<file path="config.mk">
export PLATFORM = sky130hd
export DESIGN_NAME = fmul_seq
export DESIGN_NICKNAME = d
export VERILOG_FILES = /design/src/rtl/fmul_seq.sv
export SDC_FILE = /design/constraint.sdc
export NUM_CORES = 1
export LEC_CHECK = 0
export CAP_MARGIN = 30
export CORE_UTILIZATION = 30
export CTS_CLUSTER_SIZE = 8
export DETAILED_ROUTE_END_ITERATION = 10
export GPL_TIMING_DRIVEN = 0
export SLEW_MARGIN = 25
export SYNTH_ARGS = -nofsm -noshare
export SYNTH_HDL_FRONTEND = slang
export SYNTH_SLANG_ARGS = --single-unit
</file>
<file path="constraint.sdc">
create_clock -name clk -period 7.1 [get_ports clk]
set_input_delay 1.065 -clock clk [delete_from_list [all_inputs] [get_ports clk]]
set_output_delay 1.065 -clock clk [all_outputs]
set_load 0.03 [all_outputs]
</file>
<file path="src/rtl/fmul_seq.sv">
// Multi-cycle IEEE-754 single-precision multiplier: iterative 24x24 shift-add
// significand product, then normalize, round-to-nearest-even and pack.
module fmul_seq #(
  parameter int unsigned EXP_BIAS = 127,
  parameter int unsigned EXP_MAX  = 255,
  parameter logic [31:0] QNAN     = 32'h7FC0_0000
) (
  input  logic        clk,
  input  logic        rst,
  input  logic [31:0] a,
  input  logic [31:0] b,
  input  logic        in_valid,
  output logic        in_ready,
  output logic [31:0] result,
  output logic        invalid,
  output logic        overflow,
  output logic        underflow,
  output logic        out_valid,
  input  logic        out_ready
);

  localparam logic [7:0]        EXP_ONES = EXP_MAX[7:0];
  localparam logic [9:0]        BIAS10   = EXP_BIAS[9:0];
  localparam logic signed [9:0] EMAX10   = EXP_MAX[9:0];

  typedef enum logic [1:0] {
    IDLE = 2'd0,
    MUL  = 2'd1,
    NORM = 2'd2,
    DONE = 2'd3
  } state_t;

  state_t      state_r, state_s;
  logic        sign_r, sign_s;
  logic [7:0]  ea_r, ea_s, eb_r, eb_s;
  logic [23:0] mcand_r, mcand_s, mplier_r, mplier_s;
  logic [47:0] acc_r, acc_s;
  logic [4:0]  cnt_r, cnt_s;
  logic [31:0] result_r, result_s;
  logic        invalid_r, invalid_s, overflow_r, overflow_s, underflow_r, underflow_s;
  logic        out_valid_r, out_valid_s, in_ready_r, in_ready_s;

  // Operand classification; exp==0 means zero, so denormal inputs flush to zero.
  logic a_zero_s, b_zero_s, a_inf_s, b_inf_s, a_nan_s, b_nan_s;
  logic any_nan_s, any_inf_s, any_zero_s, special_s;
  assign a_zero_s   = (a[30:23] == 8'd0);
  assign b_zero_s   = (b[30:23] == 8'd0);
  assign a_inf_s    = (a[30:23] == EXP_ONES) && (a[22:0] == 23'd0);
  assign b_inf_s    = (b[30:23] == EXP_ONES) && (b[22:0] == 23'd0);
  assign a_nan_s    = (a[30:23] == EXP_ONES) && (a[22:0] != 23'd0);
  assign b_nan_s    = (b[30:23] == EXP_ONES) && (b[22:0] != 23'd0);
  assign any_nan_s  = a_nan_s | b_nan_s;
  assign any_inf_s  = a_inf_s | b_inf_s;
  assign any_zero_s = a_zero_s | b_zero_s;
  assign special_s  = any_nan_s | any_inf_s | any_zero_s;

  // One shift-add step: add multiplicand to the upper half, then shift right.
  logic [24:0] partial_s, sum_s;
  assign partial_s = mplier_r[0] ? {1'b0, mcand_r} : 25'd0;
  assign sum_s     = {1'b0, acc_r[47:24]} + partial_s;

  logic [22:0] mant_s, mant_fin_s;
  logic        guard_s, sticky_s, round_up_s;
  logic [23:0] mant_rnd_s;
  logic [1:0]  exp_adj_s;
  logic [9:0]  exp_s;
  logic        exp_ovf_s, exp_unf_s;
  assign mant_s     = acc_r[47] ? acc_r[46:24] : acc_r[45:23];
  assign guard_s    = acc_r[47] ? acc_r[23] : acc_r[22];
  assign sticky_s   = acc_r[47] ? (|acc_r[22:0]) : (|acc_r[21:0]);
  assign round_up_s = guard_s & (sticky_s | mant_s[0]);
  assign mant_rnd_s = {1'b0, mant_s} + {23'd0, round_up_s};
  // A rounding carry-out leaves an all-zero fraction one binade up.
  assign mant_fin_s = mant_rnd_s[23] ? 23'd0 : mant_rnd_s[22:0];
  assign exp_adj_s  = {1'b0, acc_r[47]} + {1'b0, mant_rnd_s[23]};
  assign exp_s      = {2'b00, ea_r} + {2'b00, eb_r} - BIAS10 + {8'd0, exp_adj_s};
  assign exp_ovf_s  = ($signed(exp_s) >= EMAX10);
  assign exp_unf_s  = ($signed(exp_s) <= 10'sd0);

  // Next-state and datapath update for the four-state sequencer.
  always_comb begin
    state_s     = state_r;
    sign_s      = sign_r;
    ea_s        = ea_r;
    eb_s        = eb_r;
    mcand_s     = mcand_r;
    mplier_s    = mplier_r;
    acc_s       = acc_r;
    cnt_s       = cnt_r;
    result_s    = result_r;
    invalid_s   = invalid_r;
    overflow_s  = overflow_r;
    underflow_s = underflow_r;
    out_valid_s = out_valid_r;
    in_ready_s  = in_ready_r;
    case (state_r)
      IDLE: begin
        if (in_valid) begin
          sign_s      = a[31] ^ b[31];
          ea_s        = a[30:23];
          eb_s        = b[30:23];
          mcand_s     = {1'b1, a[22:0]};
          mplier_s    = {1'b1, b[22:0]};
          acc_s       = 48'd0;
          cnt_s       = 5'd23;
          invalid_s   = 1'b0;
          overflow_s  = 1'b0;
          underflow_s = 1'b0;
          in_ready_s  = 1'b0;
          if (special_s) begin
            state_s     = DONE;
            out_valid_s = 1'b1;
            if (any_nan_s || (any_zero_s && any_inf_s)) begin
              result_s  = QNAN;
              invalid_s = 1'b1;
            end else if (any_inf_s) begin
              result_s = {a[31] ^ b[31], EXP_ONES, 23'd0};
            end else begin
              result_s = {a[31] ^ b[31], 31'd0};
            end
          end else begin
            state_s = MUL;
          end
        end else begin
          in_ready_s = 1'b1;
        end
      end
      MUL: begin
        acc_s    = {sum_s, acc_r[23:1]};
        mplier_s = {1'b0, mplier_r[23:1]};
        if (cnt_r == 5'd0) begin
          state_s = NORM;
        end else begin
          cnt_s = cnt_r - 5'd1;
        end
      end
      NORM: begin
        state_s     = DONE;
        out_valid_s = 1'b1;
        if (exp_ovf_s) begin
          result_s   = {sign_r, EXP_ONES, 23'd0};
          overflow_s = 1'b1;
        end else if (exp_unf_s) begin
          result_s    = {sign_r, 31'd0};
          underflow_s = 1'b1;
        end else begin
          result_s = {sign_r, exp_s[7:0], mant_fin_s};
        end
      end
      DONE: begin
        if (out_ready) begin
          state_s     = IDLE;
          out_valid_s = 1'b0;
          invalid_s   = 1'b0;
          overflow_s  = 1'b0;
          underflow_s = 1'b0;
          in_ready_s  = 1'b1;
        end else begin
          out_valid_s = 1'b1;
        end
      end
      default: begin
        state_s     = IDLE;
        out_valid_s = 1'b0;
        in_ready_s  = 1'b1;
      end
    endcase
  end

  // State and output registers with synchronous reset.
  always_ff @(posedge clk) begin
    if (rst) begin
      state_r     <= IDLE;
      sign_r      <= 1'b0;
      ea_r        <= 8'd0;
      eb_r        <= 8'd0;
      mcand_r     <= 24'd0;
      mplier_r    <= 24'd0;
      acc_r       <= 48'd0;
      cnt_r       <= 5'd0;
      result_r    <= 32'd0;
      invalid_r   <= 1'b0;
      overflow_r  <= 1'b0;
      underflow_r <= 1'b0;
      out_valid_r <= 1'b0;
      in_ready_r  <= 1'b1;
    end else begin
      state_r     <= state_s;
      sign_r      <= sign_s;
      ea_r        <= ea_s;
      eb_r        <= eb_s;
      mcand_r     <= mcand_s;
      mplier_r    <= mplier_s;
      acc_r       <= acc_s;
      cnt_r       <= cnt_s;
      result_r    <= result_s;
      invalid_r   <= invalid_s;
      overflow_r  <= overflow_s;
      underflow_r <= underflow_s;
      out_valid_r <= out_valid_s;
      in_ready_r  <= in_ready_s;
    end
  end

  assign in_ready  = in_ready_r;
  assign result    = result_r;
  assign invalid   = invalid_r;
  assign overflow  = overflow_r;
  assign underflow = underflow_r;
  assign out_valid = out_valid_r;

endmodule

</file>
==> run metrics <==
Initial Util 30.5%; initial antenna violation count 1; Primary FF master, synth dfxtp_1; gr ovfl total 0; nets 1305; # setup viols final 0; DRT iter0 DRCs 573; detailed-route DRC error count 0; R2R Path End result[20]$_SDFFE_PP0P_; hold buffers post-CTS 0; post-CTS setup buffer count 0; drt pass-1 iters 5; Syn Inst Count 1066; Synth top area share between 30% and 40%; Reg2Reg Setup Slack 1.81 ns; largest net degree at the start of global routing 17; full die area 29800 µm²; Final min period between 5 and 6 ns; most frequent cells in the layout dfxtp_1, nand2_1, nor2_1; H-tree levels 4; startpoint types flop; outcome finished clean; Synth-to-Final Area Change 24.5%; netlist area before placement between 8000 and 9000 µm²; Synth Warn # 0; syn_area_per_cell 8.18 µm²; worst skew pair latency about 0.44 ns; Worst-path clk slew ~0.06 ns; most common cell after layout, fill and taps aside dfxtp_1; slew at the pin closest to its max-slew limit 0.760 ns; Fmax achieved 189 MHz; reg2reg path depth 18; WP data required approximately 7.5 ns; Slew Viols, Final 0; first-pass GRT wire length 38700 µm; total power draw between 3000 and 4000 µW; Data arrival, critical path between 5 and 6 ns; max_cap viols 0; Post-DP HPWL 19000 µm; CP Capture Point result[20]$_SDFFE_PP0P_; asr flop ratio synth 0%; unrepaired setup endpoints after global routing no; syn_nets approximately 1200; die width 172 µm; Area contributors post-synth dfxtp_1, ha_1, nand2_1, a21oi_1, nor2_1; routed vias/inst ~5.1; PostCTS Resize Cnt 0; final WL 24500 µm; library cells used by synthesis 80; CP startpoint acc_r[25]$_SDFFE_PP0P_; Num CTS Buffers 17; site row count 62; Antenna Nets Post-Route 0; FF+latch count, synth roughly 160; CTS Sinks 157; HP Class flop to flop; Worst Path Max Fanout 10; leakage 0.00408 µW; core area 28600 µm²; clock skew just over 0.02 ns; layout cell share with drive strength beyond 1 about 4.9%; CTS tree built; Hold Violations, Final 0; Die H between 150 and 200 µm; worst r2r src acc_r[25]$_SDFFE_PP0P_; GPL Wtd Cong about 0.91; Seq/Total Area, Yosys 36.0%; Final period util between 70% and 80%; CTS Buffer Depth 2; vias in the first global route 7504; Worst slew margin between 40% and 50%; pwr/cell area 282 nW/µm²; root buffer cell clkbuf_16; Worst setup EP type flop; num ports 105; critical path type flop to flop; TNS Setup 0 ns; I/O Buffers 103; WL per Instance 15.5 µm; Max rail drop VDD 0.153 mV; via count approximately 8000; GRT Total Usage 16.8%; post-synth top area cell dfxtp_1; Post-synth EDFFs 0
critical path: stages (launching register included):
cell       delay, ns
dfxtp_1         0.56
nand3_1         0.21
a2111oi_4       0.46
nand4_1         0.22
nor2_1          0.25
nand2_1         0.17
nor3_4          0.40
fa_1            0.31
inv_1           0.07
fa_1            0.40
nor2b_1         0.16
o31a_1          0.21
a21oi_1         0.11
and3_1          0.20
and4_1          0.23
nor4b_4         0.33
nor3b_4         0.57
buf_6           0.22
a32o_1          0.15
power breakdown:
group / internal [µW] / switching, µW
Clock: 571 / 399
Sequential: 1030 / 89.5
Combinational: 363 / 607
Total: 1960 / 1100
registers in the layout, summed over array words and instances (netlist names):
register / flops
in_ready: 1
invalid: 1
mplier_r: 24
underflow: 1
overflow: 1
acc_r: 48
mcand_r: 24
cnt_r: 5
state_r: 2
out_valid: 1
ea_r: 8
result: 32
eb_r: 8
sign_r: 1
how the worst min path moves through the flow:
stage | startpoint | to | cells past startpoint
3_3_place_gp | mcand_r[3]$_SDFFE_PP0P_ | mcand_r[3]$_SDFFE_PP0P_ | 2
6_report | mcand_r[0]$_SDFFE_PP0P_ | mcand_r[0]$_SDFFE_PP0P_ | 2
2_1_floorplan | mcand_r[23]$_SDFFE_PP0P_ | mcand_r[23]$_SDFFE_PP0P_ | 2
3_5_place_dp | mcand_r[3]$_SDFFE_PP0P_ | mcand_r[3]$_SDFFE_PP0P_ | 2
5_1_grt | mcand_r[20]$_SDFFE_PP0P_ | mcand_r[20]$_SDFFE_PP0P_ | 2
4_1_cts | mcand_r[3]$_SDFFE_PP0P_ | mcand_r[3]$_SDFFE_PP0P_ | 2
layout make-up:
class	count	area (µm²)
Sequential cell	157	3140
Multi-Input combinational cell	818	5220
Buffer	63	250
Antenna cell	1	2.50
Clock inverter	13	183
Inverter	28	105
Clock buffer	18	439
Timing Repair Buffer	103	1030
Fill cell	2944	17800
Tap cell	384	480
metal layers:
metal / track usage (%) / vias to the layer above / part of all wire (%)
met5: 0 / - / 0
met4: 4.54 / 0 / 1.4
met3: 3.48 / 19 / 4.4
met2: 26.5 / 177 / 45
met1: 23.1 / 3786 / 49
li1: - / 4119 / -
cell families after synthesis:
kind of cell | Yosys count | share of synthesized area [%]
AND/OR/NAND/NOR | 410 | 22.8
AO/OA/AOI/OAI | 307 | 24.2
adder cells (fa/ha/maj) | 49 | 7.29
flip-flops | 157 | 36.0
XOR/XNOR | 39 | 4.00
buffers and inverters | 91 | 4.07
multiplexers | 13 | 1.54
metrics by stage:
stage	worst slack [ns]	hold WS [ns]	utilization, %	instance area (µm²)	std cells
after floorplan	2.81	0.432	-	8720	1066
after global placement	1.87	0.439	35.7	10200	1553
after detailed placement	1.82	0.443	35.7	10200	1553
after CTS	1.81	0.452	37.9	10900	1584
after global routing	1.40	0.473	37.9	10900	1584
final	1.81	0.452	37.9	10900	1585
synthesized netlist by cell type, types with 11 or more instances:
master	instances
a211oi_1	19
nand2_1	133
a22o_1	12
a21o_1	12
ha_1	46
and2_1	36
nor3_1	37
nor2_1	105
nand3_1	12
xor2_1	15
clkbuf_1	58
nand2b_1	12
nand4_1	11
xnor2_1	23
a21oi_1	89
a32o_1	11
nor2b_1	11
a22oi_1	34
dfxtp_1	157
inv_1	27
nor4_1	18
o21ai_0	30
o22ai_1	23
Power figures use the tool's default switching activity.
